**config.mk**
```make
export PLATFORM = sky130hd
export DESIGN_NAME = q6_fb
export DESIGN_NICKNAME = d
export VERILOG_FILES = /design/src/rtl/q6_fb.sv
export SDC_FILE = /design/constraint.sdc
export NUM_CORES = 1
export LEC_CHECK = 0
export BUFFER_PORTS_ARGS = -buffer_cell sky130_fd_sc_hd__buf_4
export CAP_MARGIN = 40
export CORE_AREA = 8 8 45 47
export DETAILED_ROUTE_END_ITERATION = 7
export DIE_AREA = 0 0 53 55
export HOLD_SLACK_MARGIN = 0.05
export PLACE_DENSITY = 0.76
export SLEW_MARGIN = 30
export SYNTH_ARGS = -nofsm -noshare
export SYNTH_HDL_FRONTEND = slang
export SYNTH_SLANG_ARGS = --single-unit
```
**constraint.sdc**
```tcl
create_clock -name clk -period 3 [get_ports clk]
set_input_delay 0.45 -clock clk [delete_from_list [all_inputs] [get_ports clk]]
set_output_delay 0.45 -clock clk [all_outputs]
set_load 0.01 [all_outputs]
```
**src/rtl/q6_fb.sv**
```systemverilog
// q6_fb: hazard-free three-input function with a registered copy and a
// monitor that flags and counts the input transitions that would glitch a
// two-term (non-consensus) implementation.
//
// Ports:
//   clk     - rising-edge clock for all registers
//   rst     - synchronous, active-high reset
//   a, b, c - function inputs, treated as synchronous to clk
//   out     - combinational out = ~a&~c | b&c | ~a&b
//   out_q   - out registered on clk (one cycle of latency)
//   hz_flag - one-cycle registered pulse after a 010<->011 transition is sampled
//   hz_cnt  - saturating count of such transitions
module q6_fb #(
  parameter int unsigned CNT_W = 8
) (
  input  logic             clk,
  input  logic             rst,
  input  logic             a,
  input  logic             b,
  input  logic             c,
  output logic             out,
  output logic             out_q,
  output logic             hz_flag,
  output logic [CNT_W-1:0] hz_cnt
);

  localparam logic [CNT_W-1:0] CntMax = {CNT_W{1'b1}};

  logic [2:0] abc;
  logic [2:0] prev_abc;
  logic       hz_now;

  assign abc = {a, b, c};

  // The ~a&b consensus term keeps out high while c flips with a=0, b=1;
  // without it the ~a&~c and b&c terms hand over and can glitch low.
  assign out = (~a & ~c) | (b & c) | (~a & b);

  // Hazard-prone: both samples have a=0, b=1 and only c differs.
  always_comb begin
    hz_now = (prev_abc[2:1] == 2'b01) && (abc[2:1] == 2'b01) &&
             (prev_abc[0] != abc[0]);
  end

  always_ff @(posedge clk) begin
    if (rst) begin
      out_q    <= 1'b0;
      hz_flag  <= 1'b0;
      hz_cnt   <= '0;
      // Loading the live inputs means the first post-reset sample never flags.
      prev_abc <= abc;
    end else begin
      out_q    <= out;
      hz_flag  <= hz_now;
      prev_abc <= abc;
      if (hz_now && (hz_cnt != CntMax)) begin
        hz_cnt <= hz_cnt + 1'b1;
      end
    end
  end

endmodule

```
# Word-level counts from Yosys, hierarchy flattened
# Index checks and enable logic that the tools add are counted.
# op_classes
add_sub_neg	1
eq_ne	4
bitwise_logic	7
reduce_logical	3
# ops
operator	n
$add 8x1->8 const B	1
$ne 8x8->1 const B	1
$eq 2x1->1 const B	2
$and 1x1->1	3
$logic_and 1x1->1	3
$not 1->1	2
$or 1x1->1	2
$ne 1x1->1	1
# word_totals
ff_bits	13
inputBits	5
word_cells	19

# Logic depth before layout (Yosys ltp)
# depth
ltp_word	4
ltp_mapped	5
mapped_depth_nobuf	5

# Worst setup path before layout
# No wires, ideal clock.
# synth_timing
path_type	input port to flip-flop
from	input a
to	register hz_cnt[6]
setup_time_ps	116
arrival_time_ps	1440
t_required_ps	2884
slack_ps	1444
path_stages	4
path_cell_list	and4bb_1 nand3_2 or4_1 o211a_1
# synth_between
elab_chain_cells	4
# synth_rtl
item	line_no	rtl
start, declared	18	input logic a,
$eq 2x1->1	41	hz_now = (prev_abc[2:1] == 2'b01) && (abc[2:1] == 2'b01) &&
$logic_and 1x1->1 (2 in a row)	41	
$logic_and 1x1->1	56	if (hz_now && (hz_cnt != CntMax)) begin
end signal, assigned	57	hz_cnt <= hz_cnt + 1'b1;
end, declared	24	output logic [CNT_W-1:0] hz_cnt
# Every way passes these cells.
# A chain may end at the register's enable or synchronous reset.

# Worst setup path after layout
# layout_timing
from	register hz_cnt[0]
to	register hz_cnt[1]
# layout_between
elab_chain_cells	2
# layout_rtl
item
parallel branches: the longest is 2 deep, another holds $add 8x1->8
# Parallel ways; which one is timed is not known.

==> impl_results.md <==
* Status: complete, no violations
* CP Cell Sequence: ha_1 -> nand3_1 -> o211ai_1 -> mux2i_1 -> nor2_1
* Proportion of layout cells with a drive suffix above 1 at 30.4%
* Initial DRT Pass Iterations at 4
* Post-synth EDFFs at 0
* Hold Crit Class: input pin to register
* CTS H-tree lvls at 1
* Pins Over Slew Limit at 0
* Max Freq at slightly below 700 MHz
* Routed wire length at 1220 µm
* Number of CTS-inserted buffers at 3
* Vias after detailed routing at around 520
* Top cell type's share of synthesized area at a little under half
* Pwr dens at roughly 420 nW/µm²
* Synthesis Warnings at 0
* Clk_skew at 0.00233 ns
* Clock Latency Late Sink at around 0.28 ns
* CP required at ~3.2 ns
* Gpl congestion at a little over 0.8
* Antenna-violating nets left at 0
* Minimum clock period at around 1.5 ns
* Starting Density at 40.9%
* Critical path type: register to register
* DR DRC count at 0
* Commonest non-fill, non-tap cell in the layout: buf_4
* Launching element type of the critical path: register
* # rows at 14
* Post-Syn Instances at 60
* Area contributors post-synth: dfxtp_1 (46%), nor2_1 (4.0%), mux2i_1 (3.5%)
* Flops & latches, synth at 13
* Cell taking the most area after synthesis: dfxtp_1
* Largest net degree at the start of global routing at 9
* Post-CTS Setup Bufs at 0
* Slew @ Worst Pin at 0.304 ns
* Syn_nets at 66
* # fillers at 130
* Slowest CP cell: dfxtp_1
* # clock sinks at 13
* Final nets at 86
* Most used DFF post-synth: dfxtp_1
* Async set-or-reset flop fraction in the synthesized netlist at 0%
* Crit path largest cell delay at roughly 0.43 ns
* Final setup fails at 0
* Final setup margin at approximately 1.5 ns
* CTS tree: done
* Die Wd at roughly 53 µm
* Combinational cell fraction of total power at roughly 6.5%
* Max Cap Viol at 0
* CTS clk-pin slew, worst paths at 0.08 ns
* Placeable Area at 1380 µm²
* Vert. Die Dim at 55 µm
* Net Sw Power at around 70 µW
* TNS Setup at 0 ns
* Root buffer cell: clkbuf_4
* Hpwl dp at approximately 950 µm
* Crit path capture type: register
* WP data arrival at about 1.7 ns
* Slew Limit Headroom at 79.7%
* CP max FO at 6
* RSZ-0062 raised after global routing: no
* Synth cell types at 26
* Vias in the first global route at between 400 and 500
* Area of the mapped netlist at approximately 570 µm²
* Max Root-Sink Buffers at 2
* Antenna violations before repair at 0
* Port-buffer cells at 15
* Initial DRC Count at 15
* Final hold violation count at 0
* Tot GR Track Use at approximately 8.9%
* Wire per inst at about 13 µm
* Inserted Diodes at 0
* Final Cycle Share at about half
* Synth-to-Final Area Change at 28.3%
* Post-synthesis sequential area ratio at about 46%
* Hold_buf cts at 0
* Lkg Pwr at between 0.0003 and 0.0004 µW
* Worst vdd ir at approximately 0.00035 V
* Gr ovfl total at 0
* Sequential Power Share at around three fifths
* Switching share of power at 23.0%
* Via density at 5.44
* Power Internal at between 200 and 250 µW
* Average cell area after synthesis at 9.43 µm²
* PostCTS Resize Cnt at 0
* # IOs at 16
* First-pass GRT wire length at 1950 µm
* Die area at roughly 3000 µm²
* Commonest non-fill, non-tap cells in the layout: buf_4 (15), dfxtp_1 (13), nor2_1 (6)
* Place WS at 1.25 ns
* Clock power share at about a third
[cells by family (layout without fill, tap and decap cells)]
family | count (synthesis) | after routing | synth area share, %
fa+ha+maj | 1 | 1 | 2.21
buf+inv | 3 | 22 | 1.99
flops | 13 | 13 | 46.0
mux | 2 | 2 | 3.54
xor+xnor | 2 | 2 | 4.43
compound gates | 10 | 10 | 12.8
simple gates | 29 | 29 | 29.0
[per-stage QoR]
step                      hold WS (ns)  area [µm²]  total power [µW]  util [%]  cells
after floorplan                  0.478         566               190         -     60
after detailed placement         0.531         698               202      50.5     91
after global placement           0.533         698               201      50.5     91
final                            0.283         726               305      52.4     95
after global routing             0.270         726               321      52.4     95
after CTS                        0.279         726               309      52.4     95
[Yosys cell counts (2+ instances only)]
cell,count
nand3_1,3
o211a_1,2
nor3_1,4
inv_1,3
nor2_1,6
dfxtp_1,13
nand4_1,3
o21ai_0,4
mux2i_1,2
nand2_1,4
[area by class of cell]
class,count,area (µm²),area share [%]
Tap cell,16,20.0,2.76
Timing Repair Buffer,15,113,15.5
Sequential cell,13,260,35.9
Inverter,3,11.3,1.55
Clock inverter,1,5.00,0.690
Multi-Input combinational cell,44,294,40.5
Clock buffer,3,22.5,3.10
[layer usage]
layer  GRT usage (%)  vias to the layer above  wire length, µm
met5               0                        -                0
met3            1.34                        2               58
met1            9.68                      243              521
li1                -                      260                -
met4            7.76                        0               23
met2            14.8                       12              614
[state kept, by name (all words and copies together) (netlist names)]
register  cells
hz_flag       1
out_q         1
prev_abc      3
hz_cnt        8
[worst paths after layout]
check | start | endpoint | slack [ns] | cells after the start
worst max register to register | hz_cnt[0]$_SDFFE_PP0P_ | hz_cnt[1]$_SDFFE_PP0P_ | 1.52 | 5
worst max-delay path | hz_cnt[0]$_SDFFE_PP0P_ | hz_cnt[1]$_SDFFE_PP0P_ | 1.52 | 5
worst min register to register | hz_cnt[3]$_SDFFE_PP0P_ | hz_cnt[3]$_SDFFE_PP0P_ | 0.55 | 2
worst min-delay path | a | prev_abc[2]$_DFF_P_ | 0.28 | 1
[critical path, delay by kind of cell (launching register included)]
family	cells	cell delay, ns
flops	1	0.43
fa+ha+maj	1	0.24
compound gates	1	0.31
simple gates	2	0.18
mux	1	0.22
[power groups by stage]
stage	Combinational, µW	Sequential, µW	Clock (µW)
final	19.9	178	108
after global routing	21.7	178	121
after CTS	20.3	178	111
after detailed placement	20.1	182	0
after global placement	19.5	182	0
after floorplan	7.73	182	0
Power figures use the tool's default switching activity.
